File: config.mk
export PLATFORM = sky130hd
export DESIGN_NAME = grad_gen_pump_seq
export DESIGN_NICKNAME = d
export VERILOG_FILES = /design/src/rtl/grad_gen_pkg.sv /design/src/rtl/grad_gen_ratio_acc.sv /design/src/rtl/grad_gen_pump_seq.sv
export SDC_FILE = /design/constraint.sdc
export NUM_CORES = 1
export LEC_CHECK = 0
export CAP_MARGIN = 20
export CELL_PAD_IN_SITES_DETAIL_PLACEMENT = 1
export CELL_PAD_IN_SITES_GLOBAL_PLACEMENT = 1
export CORE_MARGIN = 1
export CORE_UTILIZATION = 45
export DETAILED_ROUTE_END_ITERATION = 6
export PLACE_DENSITY_LB_ADDON = 0.08
export SLEW_MARGIN = 10
export SYNTH_ARGS = -nofsm -noshare
export SYNTH_HDL_FRONTEND = slang
export SYNTH_SLANG_ARGS = --single-unit
export TNS_END_PERCENT = 100
File: constraint.sdc
create_clock -name clk -period 6.95 [get_ports clk]
set_input_delay 0.695 -clock clk [delete_from_list [all_inputs] [get_ports clk]]
set_output_delay 0.695 -clock clk [all_outputs]
set_load 0.03 [all_outputs]
File: src/rtl/grad_gen_pkg.sv
// Shared definitions for the gradient-generator pump sequencer: FSM states,
// default sizing and the run-configuration sanity check.
package grad_gen_pkg;

  localparam int unsigned CNT_W_DEF         = 16;
  localparam int unsigned SETTLE_CYCLES_DEF = 1000;
  localparam int unsigned PULSE_CYCLES_DEF  = 4;

  typedef enum logic [1:0] {
    IDLE     = 2'd0,
    WAKE     = 2'd1,
    DISPENSE = 2'd2,
    SETTLE   = 2'd3
  } state_t;

  // A run is unusable if nothing is to be dispensed, or if a step pulse
  // would not have returned low before the next major tick.
  function automatic logic cfg_reject(input logic [31:0] va, input logic [31:0] vb,
                                      input logic [31:0] per, input logic [31:0] pulse);
    return ((va == '0) && (vb == '0)) || (per <= pulse);
  endfunction

endpackage

File: src/rtl/grad_gen_ratio_acc.sv
// Bresenham ratio accumulator: spreads `minor` fires evenly across `major`
// ticks so the minor channel finishes on the last major tick.
module grad_gen_ratio_acc
  import grad_gen_pkg::*;
#(
  parameter int unsigned CNT_W = CNT_W_DEF
) (
  input  logic             clk,
  input  logic             rst,
  input  logic             clear,
  input  logic             tick,
  input  logic [CNT_W-1:0] major,
  input  logic [CNT_W-1:0] minor,
  output logic             minor_fire
);

  logic [CNT_W:0] acc;
  logic [CNT_W:0] sum;

  // acc stays below major, so one extra bit holds acc + minor without overflow.
  always_comb begin
    sum        = acc + {1'b0, minor};
    minor_fire = tick && (sum >= {1'b0, major});
  end

  always_ff @(posedge clk) begin
    if (rst || clear) begin
      acc <= '0;
    end else if (tick) begin
      acc <= minor_fire ? (sum - {1'b0, major}) : sum;
    end
  end

endmodule

File: src/rtl/grad_gen_pump_seq.sv
// Two-channel ratio-locked syringe-pump sequencer: wake drivers, dispense
// interleaved step pulses, let pressure settle, then report done.
module grad_gen_pump_seq
  import grad_gen_pkg::*;
#(
  parameter int unsigned CNT_W         = CNT_W_DEF,
  parameter int unsigned SETTLE_CYCLES = SETTLE_CYCLES_DEF,
  parameter int unsigned PULSE_CYCLES  = PULSE_CYCLES_DEF
) (
  input  logic             clk,
  input  logic             rst,
  input  logic             start,
  input  logic             abort,
  input  logic [CNT_W-1:0] vol_a,
  input  logic [CNT_W-1:0] vol_b,
  input  logic [CNT_W-1:0] period,
  output logic             step_a,
  output logic             step_b,
  output logic             en_a,
  output logic             en_b,
  output logic             busy,
  output logic             done,
  output logic             err
);

  localparam int unsigned SW = (SETTLE_CYCLES > 1) ? $clog2(SETTLE_CYCLES) : 1;
  localparam int unsigned PW = $clog2(PULSE_CYCLES + 1);
  localparam logic [SW-1:0] SLAST = SW'(SETTLE_CYCLES - 1);
  localparam logic [PW-1:0] PMAX  = PW'(PULSE_CYCLES);

  state_t           state;
  logic [CNT_W-1:0] va_r, vb_r, per_r;
  logic [CNT_W-1:0] pcnt, tcnt;
  logic [SW-1:0]    wcnt;
  logic [PW-1:0]    pca, pcb;

  logic             maj_a, wake_last, per_last, tick, minor_fire, accept;
  logic             fire_a, fire_b;
  logic [CNT_W-1:0] maj_cnt, min_cnt;

  always_comb begin
    maj_a     = (va_r >= vb_r);
    maj_cnt   = maj_a ? va_r : vb_r;
    min_cnt   = maj_a ? vb_r : va_r;
    wake_last = (wcnt == SLAST);
    per_last  = (pcnt == per_r - 1'b1);
    // A tick is registered on the edge before its cycle so the step output
    // is already high during the tick cycle itself.
    tick      = !abort && (((state == WAKE) && wake_last) ||
                           ((state == DISPENSE) && per_last && (tcnt != maj_cnt)));
    accept    = (state == IDLE) && start && !abort &&
                !cfg_reject(32'(vol_a), 32'(vol_b), 32'(period), 32'(PULSE_CYCLES));
    fire_a    = maj_a ? tick : minor_fire;
    fire_b    = maj_a ? minor_fire : tick;
  end

  grad_gen_ratio_acc #(
    .CNT_W (CNT_W)
  ) u_acc (
    .clk        (clk),
    .rst        (rst),
    .clear      (accept),
    .tick       (tick),
    .major      (maj_cnt),
    .minor      (min_cnt),
    .minor_fire (minor_fire)
  );

  always_ff @(posedge clk) begin
    if (rst) begin
      state  <= IDLE;
      va_r   <= '0;
      vb_r   <= '0;
      per_r  <= '0;
      pcnt   <= '0;
      tcnt   <= '0;
      wcnt   <= '0;
      pca    <= '0;
      pcb    <= '0;
      step_a <= 1'b0;
      step_b <= 1'b0;
      en_a   <= 1'b0;
      en_b   <= 1'b0;
      busy   <= 1'b0;
      done   <= 1'b0;
      err    <= 1'b0;
    end else begin
      done <= 1'b0;
      if ((state != IDLE) && abort) begin
        state  <= IDLE;
        step_a <= 1'b0;
        step_b <= 1'b0;
        en_a   <= 1'b0;
        en_b   <= 1'b0;
        busy   <= 1'b0;
      end else begin
        unique case (state)
          IDLE: begin
            if (start && !abort) begin
              va_r  <= vol_a;
              vb_r  <= vol_b;
              per_r <= period;
              if (accept) begin
                err   <= 1'b0;
                busy  <= 1'b1;
                en_a  <= (vol_a != '0);
                en_b  <= (vol_b != '0);
                wcnt  <= '0;
                state <= WAKE;
              end else begin
                err  <= 1'b1;
                done <= 1'b1;
              end
            end
          end
          WAKE: begin
            if (wake_last) begin
              state <= DISPENSE;
              pcnt  <= '0;
              tcnt  <= CNT_W'(1);
            end else begin
              wcnt <= wcnt + 1'b1;
            end
          end
          DISPENSE: begin
            if (per_last) begin
              pcnt <= '0;
              if (tcnt == maj_cnt) begin
                state <= SETTLE;
                wcnt  <= '0;
              end else begin
                tcnt <= tcnt + 1'b1;
              end
            end else begin
              pcnt <= pcnt + 1'b1;
            end
          end
          SETTLE: begin
            if (wake_last) begin
              state <= IDLE;
              done  <= 1'b1;
              busy  <= 1'b0;
              en_a  <= 1'b0;
              en_b  <= 1'b0;
            end else begin
              wcnt <= wcnt + 1'b1;
            end
          end
          default: state <= IDLE;
        endcase

        if (fire_a) begin
          step_a <= 1'b1;
          pca    <= PW'(1);
        end else if (step_a) begin
          if (pca == PMAX) step_a <= 1'b0;
          else             pca    <= pca + 1'b1;
        end

        if (fire_b) begin
          step_b <= 1'b1;
          pcb    <= PW'(1);
        end else if (step_b) begin
          if (pcb == PMAX) step_b <= 1'b0;
          else             pcb    <= pcb + 1'b1;
        end
      end
    end
  end

endmodule

Yosys cells after proc, flatten, opt, wreduce, memory -nomap -nowiden
Index checks and enable logic that the tools add are counted.
- flip-flop bits (word level): 122
- latch bits: 0
- bits in writable memories: 0
- bits in read-only memories: 0
- input bits: 52
- output and inout bits: 7
- logic and storage cells: 135
- memories kept: 0
- $add $sub $neg: 8
- multiply operators: 0
- divide/modulo/power cells: 0
- $lt $le $gt $ge: 3
- equal/unequal tests: 19
- shifts and indexed selects: 0
- muxes and demuxes: 51
- bitwise operators: 1
- reductions and logical operators: 36
- operators by type and width (operator ; count):
    2-to-1 mux 16 bit ; 7
    case mux 16 bit (2 select lines) ; 2
    2-to-1 mux 10 bit ; 5
    adder 16 x 1 -> 16 bit (second input constant) ; 2
    == test 16 bit ; 2
    zero test 16 bit ; 2
    nonzero test 16 bit ; 2
    case mux 10 bit (3 select lines) ; 1
    2-to-1 mux 1 bit ; 18
    2-to-1 mux 3 bit ; 6
    adder 17 x 16 -> 17 bit ; 1
    >= comparator 17 x 16 -> 1 bit ; 1
    2-to-1 mux 17 bit ; 1
    subtractor 17 x 16 -> 17 bit ; 1
    >= comparator 16 bit ; 1
    <= comparator 16 x 3 -> 1 bit (second input constant) ; 1
    != test 16 bit ; 1
    subtractor 16 x 1 -> 16 bit (second input constant) ; 1
    != test 2 bit (second input constant) ; 7
    2-to-1 mux 2 bit ; 6
    AND reduction 3 bit ; 4
    AND reduction 6 bit ; 2
    logical AND 1 bit ; 11
    adder 10 x 1 -> 10 bit (second input constant) ; 1
    other kinds (16) ; 32

Longest topological paths before layout
- depth after elaboration: 10
- gate-level depth with buffers: 29
- gate-level depth less buffers: 27

Cells and area by module
From an unflattened synthesis, not the netlist that was laid out.
- cell total of the unflattened synthesis: 1124
- area, all modules: 8662.1 sq um
- modules (own cells, without submodules) (module ; times used ; cells an instance ; area each (sq um) ; seq. area each (sq um)):
    grad_gen_pump_seq ; 1 ; 840 ; 6402.4 ; 2102.0
    grad_gen_ratio_acc ; 1 ; 284 ; 2259.7 ; 340.3

Worst setup path after synthesis
Ideal clock, no wire load.
- path type: register to register
- start: reg vb_r[13]
- end: reg u_acc.acc[10]
- setup time: 0.134 ns
- arrival: 6.050 ns
- required time: 6.816 ns
- path slack: 0.766 ns
- stages on the path, launching flop included: 30
- path buffers: 2
- clock period less this slack: 6.184 ns
- path through: dfxtp_1 inv_1 ha_1 a21o_1 a21o_1 a221o_1 a31oi_4 clkbuf_1 mux2_2 ha_1 inv_1 fa_1 nor2b_1 o31a_1 o21ai_0 o21ai_0 a21o_1 a21oi_1 xnor2_1 ha_1 and2_1 o21a_1 a22o_1 a211oi_1 nor3_1 or2_2 nor2_4 buf_4 mux2i_1 a211oi_1
- longest elaborated chain between the ends: 8
- elaborated cells between the ends (all ways): 12
- classes of those cells: 2 x add/sub; 2 x order compare; 1 x eq/ne; 3 x mux; 4 x reduce/logical
- RTL lines (element ; line ; text):
    start, declared ; grad_gen_pump_seq.sv:32 ; logic [CNT_W-1:0] va_r, vb_r, per_r;
    start signal, assigned ; grad_gen_pump_seq.sv:101 ; vb_r <= vol_b;
    parallel branches: the longest is 8 deep, another holds adder 17 x 16 -> 17 bit ; n/a ;
    end signal, assigned ; grad_gen_ratio_acc.sv:30 ; acc <= minor_fire ? (sum - {1'b0, major}) : sum;
    end, declared ; grad_gen_ratio_acc.sv:17 ; logic [CNT_W:0] acc;
Several ways; the timed one is not identified.
A chain may end at the register's enable or synchronous reset.

Worst setup path in the final report
- start: reg vb_r[11]
- end: reg u_acc.acc[1]
The elaborated chain is that of the path after synthesis.

==> results.toml <==
[run_status]
outcome = "complete, no violations"

[synth]
postSynthNetCount = 1212
synth-simple-area-share_pct = 23.4
ys_async_sr_fraction_pct = 0
post_synth_xor_area_fraction_pct = 9.73
syn_inst = 1097
ys.flop_type = "dfxtp_1"
synth-edff-count = 0
synth_mux_area_share_pct = 5.53
synth-seq-cells = 122
synth_top_family_by_area = "simple AND/OR/NAND/NOR gates"
syn_area_per_cell_um2 = 7.87
yosysWarnings = 0
syn_area_um2 = 8640
synth_seq_area_share_pct = 28.3
yosysUniqueCellTypes = 71
yosys.area_share.adder_pct = 9.30
synth_compound_gate_area_share_pct = 19.5

[placed_design]
placed_cell_area_um2 = 9420
hpwl_um = 20900
io_buffers = 58
routabilityCongestion = 0.874
placed_cells = 1357

[route]
drtAntennaViolNets = 0
vias_per_cell = 5.86
drtPass1Iterations = 5
drtIter0Drc = 306
wl_per_cell_um = 19.7
routed_wl_um = 27300
route.vias.total = 8117
remaining_drc_errors = 0

[timing]
max_freq_ghz = 0.151
drv_slew = 0
slew-limit-headroom_pct = 28.5
final-hold-violation-count = 0
tightest_slew_ns = 1.07
fin_crit_ns = 6.60
setup_viol = 0
tns_ns = 0
fin_skew_ns = 0.0130
rsz0062_at_grt = "no"
fin_crit_sh_pct = 95.0

[critical_path]
crit_path_start_kind = "flip-flop"
cpMaxStageDelayCell = "dfxtp_1"
timing.rr.start = "vb_r[11]"
cp.required_ns = 7.29
cp_max_fo = 19
r2r_slack_ns = 0.35
reg2regPathDepth = 28
setup.worst_path.class = "reg -> reg"
cpPeakStageDelay_ns = 0.42
reg2reg_to = "u_acc.acc[1]"
end_kind = "flip-flop"
crit_arrival_ns = 6.94

[grt]
overflow = 0
grt_use_met1_pct = 35.7
grt_pass1_vias = 8401
met3_usage_pct = 4.27
grt_usage_pct = 28.6
grt_max_degree = 63
top_usage_layer = "met2"
grt_pass1_wl_um = 43800
antenna_found_initial = 0
use_met2_pct = 48.5

[finish]
fin_area_um2 = 10100
synthToLayoutAreaGrowth_pct = 16.4
n_antenna_cell = 0
drive_gt1_share_pct = 6.68
fin_cells = 1386
nNetsFinal = 1257

[power]
internal_power_uw = 2070
power_frac_seq_pct = 23.7
p_leak_uw = 0.00408
comb_power_share_pct = 47.8
p_per_area_nw_per_um2 = 337
ir_drop_v = 0.000189
power_switching_uw = 1320
p_clk_share_pct = 28.4
swShare_pct = 38.9

[min_path]
hold_path.startpoint = "wcnt[8]"
holdPathStages = 2
hp-class = "reg -> reg"
min_to = "wcnt[8]"

[floorplanning]
pin_count = 59
die-area_um2 = 19800
fp.dieW_um = 141
rows = 50
fp.dieH_um = 141
core_area_um2 = 18800
start_util_pct = 46.0

[cts]
clkTransAtPathRegs_ns = 0.06
clk_latency_ns = 0.43
clock-sinks = 122
numCtsBuffers = 17
clockBufferDepth = 2
cts_tree = "built"
htree_levels = 4
holdBufCountCts = 0
root_buffer = "clkbuf_16"

[job]
drv_cap = 0
-- power by group through the flow --
stage	combinational (uW)	sequential [uW]	clock (uW)
final	1620	803	963
after global routing	1770	809	1010
after floorplan	1200	816	0
after global placement	1560	816	0
after CTS	1610	803	971
after detailed placement	1590	817	0
-- sequential cells by signal (all words and copies together), names as in the netlist, 2 cells and up --
register / cells
state: 2
va_r: 16
pca: 3
wcnt: 10
pcnt: 16
per_r: 16
pcb: 3
u_acc.acc: 17
vb_r: 16
tcnt: 16
-- how the worst max path moves through the flow --
stage,slack (ns),startpoint,cells past startpoint,endpoint
2_1_floorplan,0.77,vb_r[13],29,u_acc.acc[10]
3_3_place_gp,0.59,vb_r[13],27,u_acc.acc[1]
3_5_place_dp,0.40,vb_r[13],28,u_acc.acc[1]
4_1_cts,0.34,vb_r[11],28,u_acc.acc[1]
5_1_grt,0.02,vb_r[11],28,u_acc.acc[1]
6_report,0.35,vb_r[11],28,u_acc.acc[1]
-- cells in the mapped netlist, drive strengths merged, types with 4 or more instances --
| cell type | count | share of area (%) |
|---|---|---|
| a211o | 5 | 0.52 |
| a211oi | 18 | 1.6 |
| a21o | 28 | 2.4 |
| a21oi | 110 | 6.5 |
| a31oi | 5 | 0.54 |
| and2 | 5 | 0.36 |
| and3 | 12 | 0.87 |
| buf | 11 | 0.67 |
| clkbuf | 35 | 1.5 |
| dfxtp | 122 | 28 |
| ha | 61 | 8.8 |
| inv | 48 | 2.1 |
| mux2 | 6 | 0.78 |
| mux2i | 41 | 4.8 |
| nand2 | 165 | 7.2 |
| nand2b | 12 | 0.87 |
| nand3 | 26 | 1.6 |
| nand4 | 28 | 2.0 |
| nor2 | 70 | 3.1 |
| nor2b | 9 | 0.65 |
| nor3 | 17 | 1.1 |
| nor4 | 22 | 1.9 |
| o2111ai | 4 | 0.48 |
| o21a | 8 | 0.70 |
| o21ai | 49 | 2.8 |
| o31ai | 8 | 0.70 |
| or2 | 9 | 0.65 |
| or3 | 14 | 1.0 |
| or4 | 10 | 0.87 |
| xnor2 | 40 | 4.1 |
| xor2 | 56 | 5.7 |
-- kinds of logic after synthesis --
group | Yosys count
AOI/OAI and AO/OA | 266
xor gates and xnor gates | 96
adders and majority gates | 63
buffers and inverters | 94
DFF | 122
muxes | 47
and+or+nand+nor | 409
-- per-layer routing --
metal  wire length [um]  vias up
met5                  0        -
met4               1020        0
met3               1010       60
met2              13100      168
met1              12200     3895
li1                   -     3994
-- cell type report --
type | count | area (um^2)
Multi-Input combinational cell | 881 | 5830
Timing Repair Buffer | 72 | 684
Fill cell | 2270 | 8720
Tap cell | 234 | 293
Inverter | 48 | 180
Clock inverter | 7 | 140
Sequential cell | 122 | 2440
Clock buffer | 22 | 484
-- stage by stage --
stage | utilization [%] | power, uW | hold slack (ns) | setup slack [ns]
after floorplan | - | 2020 | 0.442 | 0.766
after global placement | 50.2 | 2370 | 0.462 | 0.590
after detailed placement | 50.2 | 2410 | 0.475 | 0.402
after CTS | 53.5 | 3390 | 0.484 | 0.336
after global routing | 53.6 | 3580 | 0.497 | 0.0223
final | 53.6 | 3390 | 0.475 | 0.347
-- placed cells by master (no fill, tap or decap), drive strengths merged, types with 15 or more instances in the layout --
cell type	Yosys	final
nand2	165	165
dfxtp	122	122
a21oi	110	110
nor2	70	70
ha	61	61
clkdlybuf4s50	0	57
xor2	56	56
o21ai	49	49
inv	48	48
mux2i	41	41
xnor2	40	40
nand4	28	28
a21o	28	28
nand3	26	26
nor4	22	22
clkbuf	35	22
a211oi	18	18
nor3	17	17
buf	11	15
-- worst max-delay path, delay by kind of cell (launching register included) --
kind            cells  cell delay (ns)
buf+inv             3             0.57
compound gates     15             3.21
flops               1             0.42
xor+xnor            1             0.17
mux                 1             0.37
simple gates        5             0.82
fa+ha+maj           3             0.94
-- timing repair --
action / in CTS / in global routing
buffers inserted: 0 / 0
gates resized for setup: 0 / 1
setup endpoints to repair: 0 / 2
No activity file was read; power rests on OpenSTA's default activity.
